**config.mk**
```make
export PLATFORM = sky130hd
export DESIGN_NAME = clk_div_ratio_ctrl
export DESIGN_NICKNAME = d
export VERILOG_FILES = /design/src/rtl/clk_div_ratio_ctrl.sv
export SDC_FILE = /design/constraint.sdc
export NUM_CORES = 1
export LEC_CHECK = 0
export BUFFER_PORTS_ARGS = -buffer_cell sky130_fd_sc_hd__buf_2
export CAP_MARGIN = 20
export CORE_MARGIN = 2
export CORE_UTILIZATION = 46
export CTS_BUF_LIST = sky130_fd_sc_hd__clkbuf_8
export DETAILED_ROUTE_END_ITERATION = 6
export PLACE_DENSITY = 0.75
export SETUP_SLACK_MARGIN = 0.5
export SLEW_MARGIN = 20
export SYNTH_ARGS = -nofsm -noshare
export SYNTH_HDL_FRONTEND = slang
export SYNTH_SLANG_ARGS = --single-unit
```
**constraint.sdc**
```tcl
create_clock -name clock_in -period 3 [get_ports clock_in]
set_clock_uncertainty 0.05 [all_clocks]
set_input_delay 0.45 -clock clock_in [delete_from_list [all_inputs] [get_ports clock_in]]
set_output_delay 0.45 -clock clock_in [all_outputs]
set_load 0.01 [all_outputs]
```
**src/rtl/clk_div_ratio_ctrl.sv**
```systemverilog
// clk_div_ratio_ctrl
//   Run-time controller for the 2/4/8/16 clock-divider path. A free-running
//   4-bit counter produces the divided clock; ratio changes requested over a
//   valid/ready port or by a debounced button step are applied only at the
//   counter wrap (all counter bits zero), followed by one full settle period.
//
// Ports
//   clock_in     in   input clock, all logic on the rising edge
//   reset        in   asynchronous active-high reset
//   req_valid    in   ratio-change request valid
//   req_sel      in   requested select (00:/2 01:/4 10:/8 11:/16)
//   req_ready    out  high only while idle
//   btn_step     in   one-cycle pulse: advance select by one
//   sel_active   out  select currently driving div_clk_out
//   div_clk_out  out  registered divided clock, 50% duty
//   switch_done  out  one-cycle pulse when a request is retired
//   busy         out  high while a switch is pending or settling
module clk_div_ratio_ctrl #(
  parameter int               CNT_W     = 4,
  parameter int               SEL_W     = 2,
  parameter logic [SEL_W-1:0] RESET_SEL = 2'b00,
  parameter bit               BTN_WRAP  = 1'b1
) (
  input  logic             clock_in,
  input  logic             reset,
  input  logic             req_valid,
  input  logic [SEL_W-1:0] req_sel,
  output logic             req_ready,
  input  logic             btn_step,
  output logic [SEL_W-1:0] sel_active,
  output logic             div_clk_out,
  output logic             switch_done,
  output logic             busy
);

  localparam logic [1:0]       ST_IDLE   = 2'd0;
  localparam logic [1:0]       ST_PEND   = 2'd1;
  localparam logic [1:0]       ST_SETTLE = 2'd2;
  localparam logic [CNT_W-1:0] CNT_MAX   = {CNT_W{1'b1}};
  localparam logic [CNT_W-1:0] CNT_ONE   = {{(CNT_W-1){1'b0}}, 1'b1};
  localparam logic [SEL_W-1:0] SEL_MAX   = {SEL_W{1'b1}};
  localparam logic [SEL_W-1:0] SEL_ONE   = {{(SEL_W-1){1'b0}}, 1'b1};
  localparam logic [SEL_W-1:0] SEL_ZERO  = {SEL_W{1'b0}};

  logic [1:0]       state_r;
  logic [1:0]       state_nxt_s;
  logic [CNT_W-1:0] cnt_r;
  logic [CNT_W-1:0] cnt_nxt_s;
  logic [SEL_W-1:0] pend_sel_r;
  logic [SEL_W-1:0] pend_nxt_s;
  logic [SEL_W-1:0] sel_nxt_s;
  logic [SEL_W-1:0] btn_sel_s;
  logic             wrap_s;
  logic             done_nxt_s;
  logic             div_nxt_s;

  // Counter next value, wrap detect and the select a button step would ask for.
  always_comb begin
    cnt_nxt_s = cnt_r + CNT_ONE;
    wrap_s    = (cnt_r == CNT_MAX);
    btn_sel_s = sel_active + SEL_ONE;
    if (sel_active == SEL_MAX) begin
      btn_sel_s = BTN_WRAP ? SEL_ZERO : SEL_MAX;
    end else begin
      btn_sel_s = sel_active + SEL_ONE;
    end
  end

  // Control state machine: accept in IDLE, switch at wrap in PEND, hold one
  // full counter period in SETTLE.
  always_comb begin
    state_nxt_s = state_r;
    pend_nxt_s  = pend_sel_r;
    sel_nxt_s   = sel_active;
    done_nxt_s  = 1'b0;
    case (state_r)
      ST_IDLE: begin
        // A request in the same cycle as a button step wins; the step is dropped.
        if (req_valid) begin
          pend_nxt_s = req_sel;
          if (req_sel == sel_active) begin
            done_nxt_s = 1'b1;
          end else begin
            state_nxt_s = ST_PEND;
          end
        end else if (btn_step) begin
          pend_nxt_s = btn_sel_s;
          if (btn_sel_s == sel_active) begin
            done_nxt_s = 1'b1;
          end else begin
            state_nxt_s = ST_PEND;
          end
        end else begin
          state_nxt_s = ST_IDLE;
        end
      end
      ST_PEND: begin
        // The counter rolls to zero on this edge, so both old and new
        // ratios are low here and the switch cannot glitch.
        if (wrap_s) begin
          sel_nxt_s   = pend_sel_r;
          done_nxt_s  = 1'b1;
          state_nxt_s = ST_SETTLE;
        end else begin
          state_nxt_s = ST_PEND;
        end
      end
      ST_SETTLE: begin
        if (wrap_s) begin
          state_nxt_s = ST_IDLE;
        end else begin
          state_nxt_s = ST_SETTLE;
        end
      end
      default: begin
        state_nxt_s = ST_IDLE;
      end
    endcase
    // Loading the flop from the next counter/select keeps div_clk_out equal
    // to cnt[sel_active] every cycle.
    div_nxt_s = cnt_nxt_s[sel_nxt_s];
  end

  // State, counter and registered outputs.
  always_ff @(posedge clock_in or posedge reset) begin
    if (reset) begin
      state_r     <= ST_IDLE;
      cnt_r       <= {CNT_W{1'b0}};
      pend_sel_r  <= RESET_SEL;
      sel_active  <= RESET_SEL;
      div_clk_out <= 1'b0;
      switch_done <= 1'b0;
      req_ready   <= 1'b1;
      busy        <= 1'b0;
    end else begin
      state_r     <= state_nxt_s;
      cnt_r       <= cnt_nxt_s;
      pend_sel_r  <= pend_nxt_s;
      sel_active  <= sel_nxt_s;
      div_clk_out <= div_nxt_s;
      switch_done <= done_nxt_s;
      req_ready   <= (state_nxt_s == ST_IDLE);
      busy        <= (state_nxt_s != ST_IDLE);
    end
  end

endmodule

```
After elaboration in Yosys (flattened, before gate mapping)
Index checks and enable logic that the tools add are counted.
{ "word_totals": {"reg_bits": 14, "in_bits": 6, "elab_cells": 42} }
{ "op_classes": {"mux": 20, "order_cmp": 1, "n_addsub": 2, "reduce_logical": 5, "n_eq_ne": 6} }
{ "op_table": {"columns": ["cell", "n"], "rows": [
  ["2-bit two-way mux", 11],
  ["1-bit two-way mux", 6],
  ["2-bit one-hot mux with 3 select lines", 1],
  ["4-bit by 1-bit adder with 4-bit output (second input constant)", 1],
  ["2-bit == test", 2],
  ["2-bit == test (second input constant)", 2],
  ["4-bit == test (second input constant)", 1],
  ["2-bit zero test", 2],
  ["2-bit nonzero test", 2],
  ["2-bit by 3-bit < comparator with 1-bit output (second input constant)", 1],
  ["2-bit by 1-bit adder with 2-bit output (second input constant)", 1],
  ["1-bit binary-select mux with 2-bit select", 1],
  ["2-bit by 1-bit == test with 1-bit output (second input constant)", 1],
  ["1-bit one-hot mux with 2 select lines", 1],
  ["2-bit AND reduction", 1]
]} }

Longest topological paths before layout
{ "logic_depth": {"ltp_word": 8, "mapped_depth": 5, "mapped_depth_nobuf": 5} }

Least setup slack after synthesis
Ideal clock, no wire load.
{ "synth_timing": {"path_kind": "reg-to-reg", "from": "register sel_active[1]", "to": "register req_ready", "path_buffers": 0, "setup_time_ns": 0.078, "synth_period_minus_slack_ns": 1.431, "setup_slack_ns": 1.569, "stages_incl_launch_ff": 6, "t_arrival_ns": 1.303, "path_cell_list": "dfrtp_1 ha_1 xnor2_1 nand3_1 o311ai_1 and3_1"} }
{ "synth_via": {"elab_chain_len": 8, "word_cells_on_any_way": 11} }
{ "synth_rtl": {"columns": ["element", "line_no", "source"], "rows": [
  ["start: declaration", "30", "output logic [SEL_W-1:0] sel_active,"],
  ["start signal: assignment", "139", "sel_active <= sel_nxt_s;"],
  ["2-bit by 1-bit adder with 2-bit output or 2-bit == test (tied branches)", "65, 62", null],
  ["2-bit two-way mux", "62", "if (sel_active == SEL_MAX) begin"],
  ["2-bit == test", "88", "if (btn_sel_s == sel_active) begin"],
  ["2-bit two-way mux", "88", null],
  ["2-bit two-way mux", "86", "end else if (btn_step) begin"],
  ["2-bit two-way mux *", "79", "if (req_valid) begin"],
  ["2-bit one-hot mux with 3 select lines *", "76", "case (state_r)"],
  ["2-bit zero test *", "142", "req_ready <= (state_nxt_s == ST_IDLE);"],
  ["end signal: assignment", "142", null],
  ["end: declaration", "28", "output logic req_ready,"]
]} }
Every way passes the cells marked *; elsewhere a longest branch is shown, timed or not.
A chain may end at the register's enable or synchronous reset.

Final worst setup path
{ "layout_timing": {"from": "register cnt_r[0]", "to": "register div_clk_out"} }
{ "layout_via": {"elab_chain_len": 5, "word_cells_on_any_way": 6} }
{ "layout_rtl": {"columns": ["element", "line_no", "source"], "rows": [
  ["start: declaration", "47", "logic [CNT_W-1:0] cnt_r;"],
  ["start signal: assignment", "128", "cnt_r <= {CNT_W{1'b0}};"],
  ["start signal: assignment", "137", "cnt_r <= cnt_nxt_s;"],
  ["4-bit == test", "60", "wrap_s = (cnt_r == CNT_MAX);"],
  ["2-bit two-way mux", "100", "if (wrap_s) begin"],
  ["2-bit two-way mux", "76", null],
  ["1-bit binary-select mux with 2-bit select *", "121", "div_nxt_s = cnt_nxt_s[sel_nxt_s];"],
  ["1-bit two-way mux (implied by the code) *", "121", null],
  ["net div_nxt_s", "55", "logic div_nxt_s;"],
  ["end signal: assignment", "140", "div_clk_out <= div_nxt_s;"],
  ["end: declaration", "31", "output logic div_clk_out,"]
]} }
The timed path passes the listed nets; every way through them passes the cells marked *. The select of a mux whose other input is x is not followed.

==> key figures <==
Synthesis
  – Synthesized Nets: ~70
  – Yosys warns: 0
  – Commonest cells post-synth: 13 x dfrtp_1, 5 x a21oi_1, 5 x inv_1, 5 x nand3_1
  – Post-synth top area cell: dfrtp_1
  – Register area share after synthesis: about half
  – Synth Flop Type: dfrtp_1
  – EDFF count, synth: 0
  – Library cells used by synthesis: 24
  – Area share of the largest cell type after synthesis: 48.1%
  – Synthesis-stage register bit count: 14
  – Syn Inst Count: 61
  – Avg Inst Size Synth: 11.1 µm²
  – Cell Area, Synth: 677 µm²
  – Ys async rst share: 100%
  – Most frequent cell after synthesis: dfrtp_1
  – Synth area leaders: dfrtp_1 48%, dfstp_2 3.9%, xor2_1 3.9%

Clock network
  – Post-CTS Resized: 0
  – Hold buffers post-CTS: 0
  – Clk Latency, worst-skew pair: ~0.24 ns
  – H-tree Lvls: 1
  – Clock sink count: 14
  – CTS tree: built
  – Clk slew on worst S/H paths: around 0.06 ns
  – Total CTS buffers: 3
  – Post-CTS Setup Repair Bufs: 0
  – CTS Root Cell: clkbuf_8
  – CTS max path bufs: 2

Worst setup path
  – Crit end category: flip-flop
  – Worst r2r path cells: 5
  – Element type at the critical path start: flip-flop
  – CP Data Required Time: between 3 and 4 ns
  – Critical path peak fanout: 5
  – Crit Path Class: reg2reg
  – Worst EP arrival: around 1.7 ns

Global routing
  – Largest net degree at the start of global routing: 15
  – Gr usage total: ~18%
  – Global-route wire length before repair: 2.29 mm
  – Vias in the first global route: 512
  – GRT overflow: 0
  – Initial antenna violation count: 0

Final layout
  – Area Growth Syn to Fin: 19.0%
  – Fin nets: 85
  – Post-layout util: 60.4%
  – Antenna Cells: 0
  – Share of cells above drive strength 1: 30.3%

Status
  – Status: finished, final reports clean

STA
  – Fmax: about 0.64 GHz
  – Period utilization: 52.0%
  – Final Setup Violations: 0
  – RSZ-0062 raised after global routing: no
  – Slew margin rel.: 64.7%
  – Setup TNS: 0 ns
  – Minimum clock period: 1.56 ns
  – Slew Limit Fails: 0
  – Worst Tran Pin Value: 0.529 ns
  – Fin. Hold Viols: 0

Flow run
  – Max cap viols: 0

Pwr
  – Switching power: 0.234 mW
  – Pwr dens: between 800 and 900 nW/µm²
  – Pleak: 0.385 nW
  – Comb power frac: 33.6%
  – Clock group share of total power: 26.1%
  – Switching Share: around 33%
  – Sequential group share of total power: about two fifths
  – P_int: 0.467 mW
  – Peak VDD IR: 0.492 mV

Floorplanning
  – Num rows: 13
  – Chip height: 42.4 µm
  – Die Area: 1790 µm²
  – Die Wd: 42.4 µm
  – Core box area: 1330 µm²
  – I/O pin count: 12
  – Starting Density: 50.8%

Route
  – DR vias/cell: 5.67
  – Drt wl/cell: 13.8 µm
  – Drc violations: 0
  – Final wirelength: 1.25 mm
  – Final ANT Viol Nets: 0
  – 1st-iter DRT viols: 13
  – Total number of vias: 516
  – DR pass1 iterations: 4

Placed design
  – Port Buf Inserts: 11
  – Post-DP HPWL: 984 µm
  – Routability Congestion: 0.712

Min path
  – HP Class: in2async
-- stage by stage --
step / cell area [µm²] / setup WS, ns / instances / hold WS [ns] / power, mW
floorplan: 677 / 1.57 / 61 / 0.289 / 0.454
global placement: 751 / 1.48 / 87 / 0.419 / 0.508
detailed placement: 751 / 1.44 / 87 / 0.429 / 0.524
CTS: 806 / 1.42 / 91 / 0.198 / 0.708
global route: 806 / 1.30 / 91 / 0.240 / 0.752
finish: 806 / 1.44 / 91 / 0.184 / 0.701
-- sequential cells by signal, summed over array words and instances, names as in the netlist --
signal and cells:
pend_sel_r 2, state_r 2, div_clk_out 1, busy 1, req_ready 1, cnt_r 4
switch_done 1, sel_active 2
-- placed cells by master, fill, tap and decap left out --
cell type,netlist,layout
a21oi_1,5,5
a32o_1,1,1
and2b_4,1,1
and3_1,2,2
and3_2,1,1
buf_2,0,11
clkbuf_8,0,4
dfrtp_1,13,13
dfstp_2,1,1
ha_1,2,2
inv_1,5,5
mux2i_1,1,1
nand2_1,4,4
nand2b_2,1,1
nand3_1,5,5
nand3_4,1,1
nand3b_1,1,1
nor2_1,4,4
nor3_4,1,1
o21ai_1,3,3
o21ai_2,1,1
o311ai_1,1,1
o31a_1,1,1
o32ai_2,1,1
xnor2_1,2,2
xor2_1,3,3
-- metal layers --
layer | GRT usage [%] | routed length, µm | part of all wire [%]
met3 | 3.88 | 82 | 6.5
met5 | 0 | 0 | 0
met1 | 21.7 | 538 | 43
met2 | 28.3 | 605 | 48
met4 | 9.38 | 26 | 2.1
-- layout make-up --
| cell class | count | area (µm²) |
|---|---|---|
| Clock buffer | 4 | 55.1 |
| Multi-Input combinational cell | 42 | 307 |
| Inverter | 5 | 18.8 |
| Tap cell | 15 | 18.8 |
| Sequential cell | 14 | 352 |
| Fill cell | 125 | 528 |
| Timing Repair Buffer | 11 | 55.1 |
-- final timing paths --
| check | start | to | slack [ns] |
|---|---|---|---|
| setup / recovery | cnt_r[0]$_DFF_PP0_ | div_clk_out$_DFF_PP0_ | 1.44 |
| hold / removal | reset | busy$_DFF_PP0_ | 0.18 |
| setup reg to reg | cnt_r[0]$_DFF_PP0_ | div_clk_out$_DFF_PP0_ | 1.44 |
| hold reg to reg | cnt_r[0]$_DFF_PP0_ | cnt_r[0]$_DFF_PP0_ | 0.43 |
| max in group asynchronous | reset | req_ready$_DFF_PP1_ | 2.35 |
| min in group clock_in | cnt_r[0]$_DFF_PP0_ | cnt_r[0]$_DFF_PP0_ | 0.43 |
-- power groups by stage --
| stage | registers [mW] | clock network, mW | logic, mW |
|---|---|---|---|
| final | 0.283 | 0.183 | 0.236 |
| after global routing | 0.289 | 0.198 | 0.265 |
| after CTS | 0.282 | 0.186 | 0.240 |
| after detailed placement | 0.285 | 0 | 0.238 |
| after global placement | 0.282 | 0 | 0.226 |
| after floorplan | 0.294 | 0 | 0.160 |
-- logic make-up after synthesis --
kind of cell / count (synthesis) / synth area share [%]
AND/OR/NAND/NOR: 21 / 20.0
flip-flops: 14 / 51.9
AO/OA/AOI/OAI: 13 / 13.7
XOR/XNOR: 5 / 6.47
buffers and inverters: 5 / 2.77
adder cells (fa/ha/maj): 2 / 3.70
multiplexers: 1 / 1.48
-- critical path, stage by stage (launching register included) --
cell     delay [ns]
dfrtp_1        0.39
ha_1           0.22
nand3_1        0.17
o21ai_2        0.26
a21oi_1        0.11
o32ai_2        0.26
(Power assumes the default switching activity.)
